$ cat src/rtl/uart_mem_loader_pkg.sv
// Shared command/response codes and FSM state type for the UART memory loader.
package uart_mem_loader_pkg;

  localparam logic [7:0] CMD_WRITE = 8'h57;
  localparam logic [7:0] CMD_READ  = 8'h52;
  localparam logic [7:0] CMD_GO    = 8'h47;
  localparam logic [7:0] RSP_ACK   = 8'h06;
  localparam logic [7:0] RSP_NAK   = 8'h15;

  typedef enum logic [3:0] {
    StIdle,
    StAddr,
    StLen,
    StWdata,
    StWrite,
    StRreq,
    StRwait,
    StRsend,
    StAck,
    StNak
  } state_e;

endpackage

$ cat src/rtl/uart_mem_loader_timeout.sv
// Inter-byte timeout counter: counts enabled idle cycles, flags the last one.
module loader_timeout #(
  parameter int unsigned TIMEOUT_CYCLES = 12_000_000,
  parameter int unsigned TIMER_WIDTH    = $clog2(TIMEOUT_CYCLES)
) (
  input  logic clk,
  input  logic rst,
  input  logic clear,
  input  logic enable,
  output logic expired
);

  localparam logic [TIMER_WIDTH-1:0] LastCount = TIMER_WIDTH'(TIMEOUT_CYCLES - 1);

  logic [TIMER_WIDTH-1:0] count_q;

  assign expired = enable && (count_q == LastCount);

  // Count idle cycles; saturate at the last count so expiry stays asserted.
  always_ff @(posedge clk or posedge rst) begin
    if (rst) begin
      count_q <= '0;
    end else if (clear) begin
      count_q <= '0;
    end else if (enable && !expired) begin
      count_q <= count_q + 1'b1;
    end
  end

endmodule

$ cat src/rtl/uart_mem_loader.sv
// Byte-stream command decoder that drives the memory bus and answers over UART.
module uart_mem_loader
  import uart_mem_loader_pkg::*;
#(
  parameter int unsigned TIMEOUT_CYCLES = 12_000_000,
  parameter int unsigned TIMER_WIDTH    = $clog2(TIMEOUT_CYCLES)
) (
  input  logic        clk,
  input  logic        rst,
  input  logic        rx_valid,
  input  logic [7:0]  rx_data,
  output logic        tx_valid,
  input  logic        tx_ready,
  output logic [7:0]  tx_data,
  output logic        mem_valid,
  output logic        mem_write,
  output logic [3:0]  mem_wmask,
  output logic [31:0] mem_wdata,
  output logic [31:0] mem_addr,
  input  logic [31:0] mem_rdata,
  output logic        bus_owner,
  output logic        go,
  output logic [31:0] go_addr
);

  state_e      state_q, state_d;
  logic [7:0]  cmd_q, cmd_d;
  logic [31:0] addr_q, addr_d;
  logic [15:0] len_q, len_d;
  logic [31:0] data_q, data_d;
  logic [1:0]  cnt_q, cnt_d;
  logic        owner_q, owner_d;
  logic        go_q, go_d;
  logic [31:0] go_addr_q, go_addr_d;

  logic timer_en, timer_clear, timer_expired;

  // Timeout only runs while waiting for bytes of a command.
  assign timer_en    = (state_q == StAddr) || (state_q == StLen) || (state_q == StWdata);
  assign timer_clear = rx_valid || !timer_en;

  loader_timeout #(
    .TIMEOUT_CYCLES(TIMEOUT_CYCLES),
    .TIMER_WIDTH   (TIMER_WIDTH)
  ) u_timeout (
    .clk    (clk),
    .rst    (rst),
    .clear  (timer_clear),
    .enable (timer_en),
    .expired(timer_expired)
  );

  assign mem_addr  = {addr_q[31:2], 2'b00};
  assign mem_wdata = data_q;
  assign bus_owner = owner_q;
  assign go        = go_q;
  assign go_addr   = go_addr_q;

  // State and datapath registers; reset aborts any command silently.
  always_ff @(posedge clk or posedge rst) begin
    if (rst) begin
      state_q   <= StIdle;
      cmd_q     <= '0;
      addr_q    <= '0;
      len_q     <= '0;
      data_q    <= '0;
      cnt_q     <= '0;
      owner_q   <= 1'b0;
      go_q      <= 1'b0;
      go_addr_q <= '0;
    end else begin
      state_q   <= state_d;
      cmd_q     <= cmd_d;
      addr_q    <= addr_d;
      len_q     <= len_d;
      data_q    <= data_d;
      cnt_q     <= cnt_d;
      owner_q   <= owner_d;
      go_q      <= go_d;
      go_addr_q <= go_addr_d;
    end
  end

  // Next-state and output decode; an arriving byte takes priority over expiry.
  always_comb begin
    state_d   = state_q;
    cmd_d     = cmd_q;
    addr_d    = addr_q;
    len_d     = len_q;
    data_d    = data_q;
    cnt_d     = cnt_q;
    owner_d   = owner_q;
    go_d      = 1'b0;
    go_addr_d = go_addr_q;
    mem_valid = 1'b0;
    mem_write = 1'b0;
    mem_wmask = 4'h0;
    tx_valid  = 1'b0;
    tx_data   = 8'h00;
    unique case (state_q)
      StIdle: begin
        if (rx_valid) begin
          if (rx_data == CMD_WRITE || rx_data == CMD_READ || rx_data == CMD_GO) begin
            cmd_d   = rx_data;
            cnt_d   = 2'd0;
            owner_d = 1'b1;
            state_d = StAddr;
          end else begin
            state_d = StNak;
          end
        end
      end
      StAddr: begin
        if (rx_valid) begin
          addr_d = {rx_data, addr_q[31:8]};
          cnt_d  = cnt_q + 2'd1;
          if (cnt_q == 2'd3) begin
            if (cmd_q == CMD_GO) begin
              go_d      = 1'b1;
              go_addr_d = {addr_d[31:2], 2'b00};
              state_d   = StAck;
            end else begin
              state_d = StLen;
            end
          end
        end else if (timer_expired) begin
          state_d = StNak;
        end
      end
      StLen: begin
        if (rx_valid) begin
          len_d = {rx_data, len_q[15:8]};
          if (cnt_q == 2'd1) begin
            cnt_d = 2'd0;
            if (len_d == 16'd0) begin
              state_d = StAck;
            end else if (cmd_q == CMD_WRITE) begin
              state_d = StWdata;
            end else begin
              state_d = StRreq;
            end
          end else begin
            cnt_d = cnt_q + 2'd1;
          end
        end else if (timer_expired) begin
          state_d = StNak;
        end
      end
      StWdata: begin
        if (rx_valid) begin
          data_d = {rx_data, data_q[31:8]};
          cnt_d  = cnt_q + 2'd1;
          if (cnt_q == 2'd3) begin
            state_d = StWrite;
          end
        end else if (timer_expired) begin
          state_d = StNak;
        end
      end
      StWrite: begin
        mem_valid = 1'b1;
        mem_write = 1'b1;
        mem_wmask = 4'hF;
        addr_d    = addr_q + 32'd4;
        len_d     = len_q - 16'd1;
        state_d   = (len_q == 16'd1) ? StAck : StWdata;
      end
      StRreq: begin
        mem_valid = 1'b1;
        state_d   = StRwait;
      end
      StRwait: begin
        data_d  = mem_rdata;
        cnt_d   = 2'd0;
        state_d = StRsend;
      end
      StRsend: begin
        tx_valid = 1'b1;
        tx_data  = data_q[{cnt_q, 3'b000} +: 8];
        if (tx_ready) begin
          cnt_d = cnt_q + 2'd1;
          if (cnt_q == 2'd3) begin
            addr_d  = addr_q + 32'd4;
            len_d   = len_q - 16'd1;
            state_d = (len_q == 16'd1) ? StAck : StRreq;
          end
        end
      end
      StAck: begin
        tx_valid = 1'b1;
        tx_data  = RSP_ACK;
        if (tx_ready) begin
          owner_d = 1'b0;
          state_d = StIdle;
        end
      end
      StNak: begin
        tx_valid = 1'b1;
        tx_data  = RSP_NAK;
        if (tx_ready) begin
          owner_d = 1'b0;
          state_d = StIdle;
        end
      end
      default: state_d = StIdle;
    endcase
  end

endmodule

$ cat config.mk
export PLATFORM = sky130hd
export DESIGN_NAME = uart_mem_loader
export DESIGN_NICKNAME = d
export VERILOG_FILES = /design/src/rtl/uart_mem_loader_pkg.sv /design/src/rtl/uart_mem_loader_timeout.sv /design/src/rtl/uart_mem_loader.sv
export SDC_FILE = /design/constraint.sdc
export NUM_CORES = 1
export LEC_CHECK = 0
export ABC_AREA = 1
export CAP_MARGIN = 20
export CORE_UTILIZATION = 40
export DETAILED_ROUTE_END_ITERATION = 8
export GPL_ROUTABILITY_DRIVEN = 0
export GPL_TIMING_DRIVEN = 0
export PLACE_DENSITY = 0.73
export REMOVE_ABC_BUFFERS = 1
export SETUP_SLACK_MARGIN = 0.2
export SLEW_MARGIN = 0
export SYNTH_ARGS = -nofsm -noshare
export SYNTH_HDL_FRONTEND = slang
export SYNTH_SLANG_ARGS = --single-unit
$ cat constraint.sdc
create_clock -name clk -period 9.4 [get_ports clk]
set_input_delay 2.35 -clock clk [delete_from_list [all_inputs] [get_ports clk]]
set_output_delay 2.35 -clock clk [all_outputs]
set_load 0.01 [all_outputs]
==> qor.yml, run 1 <==
outcome:
  status: "complete, no violations"
detailed_routing:
  first_pass_iters: 6
  wl_met2_um: 12100
  wl_met1_um: 10900
  highest_layer: "met4"
  drt_iter0_drc: 900
  wl_per_cell_um: 16.2
  vias: 8248
  drt-total-wl_um: 25000
  drc_errors: 0
  viasPerCell: 5.35
  met3_length_um: 1240
  ant_nets: 0
clock_network:
  cts-root-buf: "clkbuf_16"
  cts_resized: 0
  numCtsBuffers: 17
  cts_setup_buffers: 0
  clk_latency_ps: 430
  ctsHoldBuffers: 0
  htree_levels: 4
  cts.clk_slew.worst_paths_ps: 60
  clock_sinks: 148
  cts_tree: "yes"
  clk_path_buf_depth: 2
sta:
  hold_viol_final: 0
  setup_tns_ps: 0
  setup_viol: 0
  rsz0062_at_grt: "no"
  setup_ws_ps: 3910
  final.min_clock_period_ps: 5490
  tightestPinTransition_ps: 1060
  fmax_mhz: 182
  period_share_pct: 58.4
  max_slew_margin_pct: 29.1
  skew_ps: 12.7
  slew_viol_final: 0
worst_setup_path:
  regToRegSetupSlack_ps: 6320
  end_kind: "output pin"
  crit_path_max_incr_delay_ps: 780
  rr_worst_depth: 8
  cp_data_arrival_time_ps: 3140
  reg2reg_from: "state_q[1]$_DFFE_PP0P_"
  r2r_end: "mem_wdata[10]$_DFFE_PP0P_"
  cp_max_fo: 19
  cp_slowest_cell: "dfrtp_1"
  cp_cell_sequence: "clkinv_1, o21ai_0, a21oi_1, o31ai_1, clkdlybuf4s50_1"
  cp.buffers_inverters: 2
  start_kind: "register"
  worstSetupPathType: "register to output pin"
  critical_path.top_delay_family: "buffers and inverters"
  worstPathRequired_ps: 7050
synth:
  yosys.area_share.simple_pct: 25.3
  synth-compound-area-share_pct: 18.3
  synth_top_family_by_area: "simple AND/OR/NAND/NOR gates"
  avgSynthCellArea_um2: 7.47
  ys_async_sr_fraction_pct: 100
  synthXorXnorAreaFrac_pct: 1.56
  syn_inst: 1127
  syn_area_um2: 8420
  ys_seq_area_share_pct: 44.0
  muxShareOfSynthArea_pct: 0
  ys_ff_latch: 148
  yosys_warnings: 0
  synth_flop_cell: "dfrtp_1"
  synthAdderAreaFrac_pct: 1.04
  synth_cell_types: 52
  synth-edff-count: 0
global_routing:
  grt_antenna_before_repair: 0
  first_global_vias: 7865
  gr-total-overflow: 0
  grt_pass1_wl_um: 40800
  grt_use_total_pct: 23.6
  grt_max_degree: 90
floorplan:
  dieArea_um2: 21600
  fp.dieH_um: 147
  initial_core_util_pct: 41.2
  io_pins: 157
  core_region_area_um2: 20400
  die_x_um: 147
  num_rows: 52
final_layout:
  fill_cells: 1967
  area_growth_pct: 27.1
  diodes: 0
  drive_gt1_share_pct: 5.82
  final_cells: 1541
  nets: 1309
  post-route-util_pct: 52.4
job:
  drv_cap: 0
place:
  post-place-cells: 1507
  pre_cts_slack_ps: 3930
  portBuffers: 152
  hpwl_um: 17900
hold_path:
  hp-class: "register to register"
  hold-path-endpoint: "cmd_q[6]$_DFFE_PP0P_"
  holdCritStartpoint: "cmd_q[6]$_DFFE_PP0P_"
  whs_path_depth: 2
pwr:
  p_leak_uw: 0.00464
  power_density_nw_per_um2: 272
  vdd_drop_max_v: 0.000123
where the power goes:
| part | switching [uW] | internal (uW) | leakage (uW) |
|---|---|---|---|
| sequential | 218 | 820 | 0.00187 |
| clock | 299 | 371 | 0.000271 |
| combinational | 688 | 512 | 0.00250 |
worst max path at each step:
stage / from / to / slack [ps] / cells after the start
4_1_cts: cnt_q[0]$_DFFE_PP0P_ / tx_data[2] / 3920 / 5
3_5_place_dp: rx_valid / mem_wdata[0]$_DFFE_PP0P_ / 3930 / 8
5_1_grt: cnt_q[0]$_DFFE_PP0P_ / tx_data[2] / 3710 / 5
3_3_place_gp: rst / go_addr[26]$_DFFE_PP0P_ / 740 / 2
6_report: cnt_q[0]$_DFFE_PP0P_ / tx_data[2] / 3910 / 5
2_1_floorplan: rst / addr_q[10]$_DFFE_PP0P_ / 3070 / 1
synth_stat cells, types with 2 or more instances:
cell      count  area share [%]
o21ai_1      67             4.0
nor3_2        2            0.24
nor3_1       44             2.6
inv_1       129             5.8
clkbuf_1     15            0.67
xnor2_1       2            0.21
o211a_1       2            0.24
nand4_1      14             1.0
o31ai_1       2            0.18
a22oi_1       5            0.45
a21oi_2       2            0.21
nor2_4        3            0.40
nand2_2       3            0.22
nor4_1        5            0.37
buf_6         6            0.80
buf_2        18             1.1
nand2_4       2            0.27
or2_2         2            0.15
clkinv_1      3            0.13
inv_2        11            0.49
xor2_1       13             1.4
o211ai_1      9            0.80
a31oi_1       7            0.52
nor2_2        5            0.37
nor2_1      108             4.8
nand3b_1      2            0.18
a32oi_1       2            0.21
dfrtp_1     148              44
o21a_1        2            0.18
ha_1          7             1.0
buf_4         9            0.80
nand2_1     261              12
a21oi_1      76             4.5
o22ai_1       8            0.59
nand3_1      43             2.6
o21ai_0      56             3.3
o221ai_1     19             2.0
cell usage in the layout (no fill, tap or decap), drive strengths merged, types with 5 or more instances in the layout:
cell type and count:
inv 147, o22ai 8, a31oi 7, dfrtp 148, nor4 5, o211ai 9, xor2 13, o221ai 19
buf 6, nand3 43, clkinv 6, a21oi 79, a22oi 5, nand2 266, nand4 15, ha 7
o21ai 124, nor2 116, clkdlybuf4s50 152, nor3 46, clkbuf 17
tightest hold or removal path, stage by stage, from the launching register on:
cell and delay, ps:
dfrtp_1 320, inv_1 50, nand2_1 50
cells by family (layout without fill, tap and decap cells):
kind of cell,after synthesis,after routing
adder cells (fa/ha/maj),7,7
flip-flops,148,148
XOR/XNOR,15,15
other,1,4
AO/OA/AOI/OAI,267,267
buffers and inverters,192,333
AND/OR/NAND/NOR,497,497
state kept, by name, indices dropped and copies added (netlist names):
name and flops:
addr_q 30, bus_owner 1, cmd_q 8, cnt_q 2, go 1, go_addr 30, len_q 16, mem_wdata 32
state_q 4, u_timeout.count_q 24
area by class of cell:
cell class | instances | area, um2 | area share, %
multi-input cells | 790 | 3910 | 36.6
clock buffers | 17 | 425 | 3.98
inverters | 143 | 542 | 5.06
flip-flops and latches | 148 | 3700 | 34.6
well taps | 270 | 338 | 3.16
repair buffers | 158 | 1630 | 15.3
clock inverters | 15 | 145 | 1.36
routing by layer:
| layer | vias to the layer above | global-route usage, % |
|---|---|---|
| met5 | - | 0 |
| met4 | 0 | 11.3 |
| met3 | 58 | 3.60 |
| met2 | 274 | 36.9 |
| met1 | 3916 | 32.0 |
| li1 | 4000 | - |
through the flow:
stage	cell area [um2]	hold WS (ps)	total power, uW
floorplan	8140	423	1680
global placement	10000	434	2200
detailed placement	10100	440	2230
CTS	10700	456	2900
global route	10700	492	3090
finish	10700	450	2910
No activity file was read; power rests on OpenSTA's default activity.
==> run 2, diff against run 1 <==
--- a/config.mk
+++ b/config.mk
@@ -11,7 +11,7 @@
 export DETAILED_ROUTE_END_ITERATION = 8
 export GPL_ROUTABILITY_DRIVEN = 0
 export GPL_TIMING_DRIVEN = 0
-export PLACE_DENSITY = 0.73
+export PLACE_DENSITY = 0.75
 export REMOVE_ABC_BUFFERS = 1
 export SETUP_SLACK_MARGIN = 0.2
 export SLEW_MARGIN = 0
==> constraint.sdc (replaced) <==
create_clock -name clk -period 4.57 [get_ports clk]
set_input_delay 1.1425 -clock clk [delete_from_list [all_inputs] [get_ports clk]]
set_output_delay 1.1425 -clock clk [all_outputs]
set_load 0.01 [all_outputs]
==> qor.yml, run 2 (synthesis gave the netlist of run 1 again) <==
floorplan:
  num_rows: 52  # unchanged
  fp.dieH_um: 147  # unchanged
  io_pins: 157  # unchanged
  dieArea_um2: 21600  # unchanged
  initial_core_util_pct: 41.2  # unchanged
  core_region_area_um2: 20400  # unchanged
  die_x_um: 147  # unchanged
sta:
  final.min_clock_period_ps: 4210
  hold_viol_final: 0  # unchanged
  slew_viol_final: 0  # unchanged
  setup_ws_ps: 363  # -3550 ps
  tightestPinTransition_ps: 1070  # +11.6 ps
  period_share_pct: 92.0
  max_slew_margin_pct: 28.3  # -0.77 points
  rsz0062_at_grt: "no"
  setup_viol: 0  # unchanged
  hold_ws_ps: 460  # +9.98 ps
  fmax_mhz: 238
  skew_ps: 9.90  # -2.80 ps
global_routing:
  grt_use_total_pct: 23.9  # +0.36 points
  first_global_vias: 7965  # +1.3%
  grt_max_degree: 88  # -2.2%
  gr-total-overflow: 0  # unchanged
  grt_antenna_before_repair: 0  # unchanged
  grt_pass1_wl_um: 41100  # +0.69%
worst_setup_path:
  end_kind: "output pin"
  cp_max_fo: 19  # unchanged
  r2r_end: "mem_wdata[4]$_DFFE_PP0P_"
  worstSetupPathType: "register to output pin"
  cp_data_arrival_time_ps: 3060  # -80 ps
  start_kind: "register"
  reg2reg_from: "state_q[1]$_DFFE_PP0P_"
  rr_worst_depth: 8  # unchanged
  regToRegSetupSlack_ps: 1430  # -4890 ps
  worstPathRequired_ps: 3430  # -3620 ps
final_layout:
  layout_common_cells: "261 x nand2_1, 152 x clkdlybuf4s50_1, 148 x dfrtp_1, 128 x inv_1, 108 x nor2_1"
  drive_gt1_share_pct: 5.75  # -0.070 points
  seqCellArea_um2: 3700  # unchanged
  final_cells: 1539  # -0.13%
  area_growth_pct: 27.7
  nets: 1308  # -0.076%
  final_area_um2: 10700  # +0.49%
  layout_commonest_cell: "nand2_1"
  diodes: 0  # unchanged
  post-route-util_pct: 52.6  # +0.26 points
  largest_reg_flops: 32  # unchanged
  multi_input_area_um2: 3910  # unchanged
  fill_cells: 1962  # -0.25%
detailed_routing:
  drc_errors: 0  # unchanged
  first_pass_iters: 6  # unchanged
  wl_per_cell_um: 16.6  # +2.4%
  vias: 8379  # +1.6%
  ant_nets: 0  # unchanged
  drt-total-wl_um: 25500  # +2.2%
  viasPerCell: 5.44  # +1.7%
  drt_iter0_drc: 777  # -14%
outcome:
  status: "complete, no violations"
pwr:
  seqPwrFrac_pct: 34.8  # -0.9 points
  sw_frac_of_total_pct: 40.5  # -0.95 points
  p_int_uw: 3660  # +110%
  power_density_nw_per_um2: 572  # +110%
  switching_power_uw: 2490  # +110%
  vdd_drop_max_v: 0.000244  # +99%
  comb_power_share_pct: 40.5  # -0.8 points
  p_leak_uw: 0.00467  # +0.56%
  pwr-share-clk_pct: 24.7  # +1.7 points
place:
  post-place-cells: 1507  # unchanged
  pre_cts_slack_ps: 283  # -3650 ps
  hpwl_um: 18100  # +1.3%
  portBuffers: 152  # unchanged
  postPlaceCellArea_um2: 10100  # about the same
clock_network:
  clk_path_buf_depth: 2  # unchanged
  cts_tree: "yes"
  cts.clk_slew.worst_paths_ps: 60  # about the same
  htree_levels: 4  # unchanged
  numCtsBuffers: 17  # unchanged
  clk_latency_ps: 440  # about the same
  cts_setup_buffers: 0  # unchanged
  cts-root-buf: "clkbuf_16"
  clock_sinks: 148  # unchanged
hold_path:
  whs_path_depth: 2  # unchanged
  holdCritStartpoint: "cmd_q[6]$_DFFE_PP0P_"
  hp-class: "register to register"
  hold-path-endpoint: "cmd_q[6]$_DFFE_PP0P_"
job:
  drv_cap: 0  # unchanged
-- run 2: worst max-delay path: stages (launching register included) --
cell and delay (ps):
dfrtp_1 830, clkinvlp_4 600, o21ai_0 280, a21oi_1 70
o31ai_1 240, clkdlybuf4s50_1 590
-- run 2: power by group through the flow --
| stage | Combinational (uW) | Sequential [uW] | Clock, uW |
|---|---|---|---|
| 3_5_place_dp | 2440 | 2140 | 0 |
| 6_report | 2490 | 2140 | 1520 |
| 5_1_grt | 2730 | 2180 | 1590 |
| 4_1_cts | 2460 | 2120 | 1530 |
| 3_3_place_gp | 2380 | 2140 | 0 |
| 2_1_floorplan | 1300 | 2150 | 0 |
-- run 2: worst max path at each step --
| stage | from | to | slack, ps | depth (start not counted) |
|---|---|---|---|---|
| finish | cnt_q[0]$_DFFE_PP0P_ | tx_data[2] | 360 | 5 |
| global route | cnt_q[0]$_DFFE_PP0P_ | tx_data[4] | 290 | 5 |
| CTS | cnt_q[0]$_DFFE_PP0P_ | tx_data[4] | 290 | 5 |
| detailed placement | rx_valid | mem_wdata[4]$_DFFE_PP0P_ | 280 | 8 |
| global placement | rst | go_addr[31]$_DFFE_PP0P_ | -2810 | 2 |
| floorplan | rst | addr_q[10]$_DFFE_PP0P_ | -550 | 1 |
-- run 2: repair_timing --
item	CTS	global route
setup endpoints to repair	0	6
resized for setup	0	1
hold buffers	0	0
-- run 2: cell type report --
cell class,count,area share [%]
sequential,148,34.5
clock inverter,14,1.89
tap,270,3.14
clock buffer,17,3.96
multi-input combinational,790,36.4
timing repair buffer,157,15.1
inverter,143,5.08
-- run 2: metrics by stage --
stage / total power, uW / setup TNS (ps)
4_1_cts: 6120 / 0
3_5_place_dp: 4580 / 0
6_report: 6150 / 0
2_1_floorplan: 3450 / -81720
3_3_place_gp: 4510 / -414090
5_1_grt: 6500 / 0
-- run 2: metal layers --
metal  wire, um  share of wire (%)  vias to the layer above  global-route usage, %
li1           -                  -                     3998                      -
met1      10700                 42                     4009                   31.3
met2      12400                 48                      297                   38.2
met3       1480                5.8                       75                   4.41
met4        972                3.8                        0                   11.5
met5          0                  0                        -                      0
==> run 3, diff against run 2 <==
--- a/config.mk
+++ b/config.mk
@@ -11,7 +11,7 @@
 export DETAILED_ROUTE_END_ITERATION = 8
 export GPL_ROUTABILITY_DRIVEN = 0
 export GPL_TIMING_DRIVEN = 0
-export PLACE_DENSITY = 0.75
+export PLACE_DENSITY = 0.73
 export REMOVE_ABC_BUFFERS = 1
 export SETUP_SLACK_MARGIN = 0.2
 export SLEW_MARGIN = 0
==> constraint.sdc (replaced) <==
create_clock -name clk -period 5.05 [get_ports clk]
set_input_delay 1.2625 -clock clk [delete_from_list [all_inputs] [get_ports clk]]
set_output_delay 1.2625 -clock clk [all_outputs]
set_load 0.01 [all_outputs]
==> results of run 3 <==
The final DEF is identical to that of run 1. Status: complete, no violations.
Among the figures that moved: setup slack after placement 3930 ps -> 670 ps; setup slack after layout 3910 ps -> 647 ps; register-to-register setup slack 6320 ps -> 1970 ps; total power 2910 uW -> 5410 uW; worst IR drop on VDD 0.000123 V -> 0.000229 V
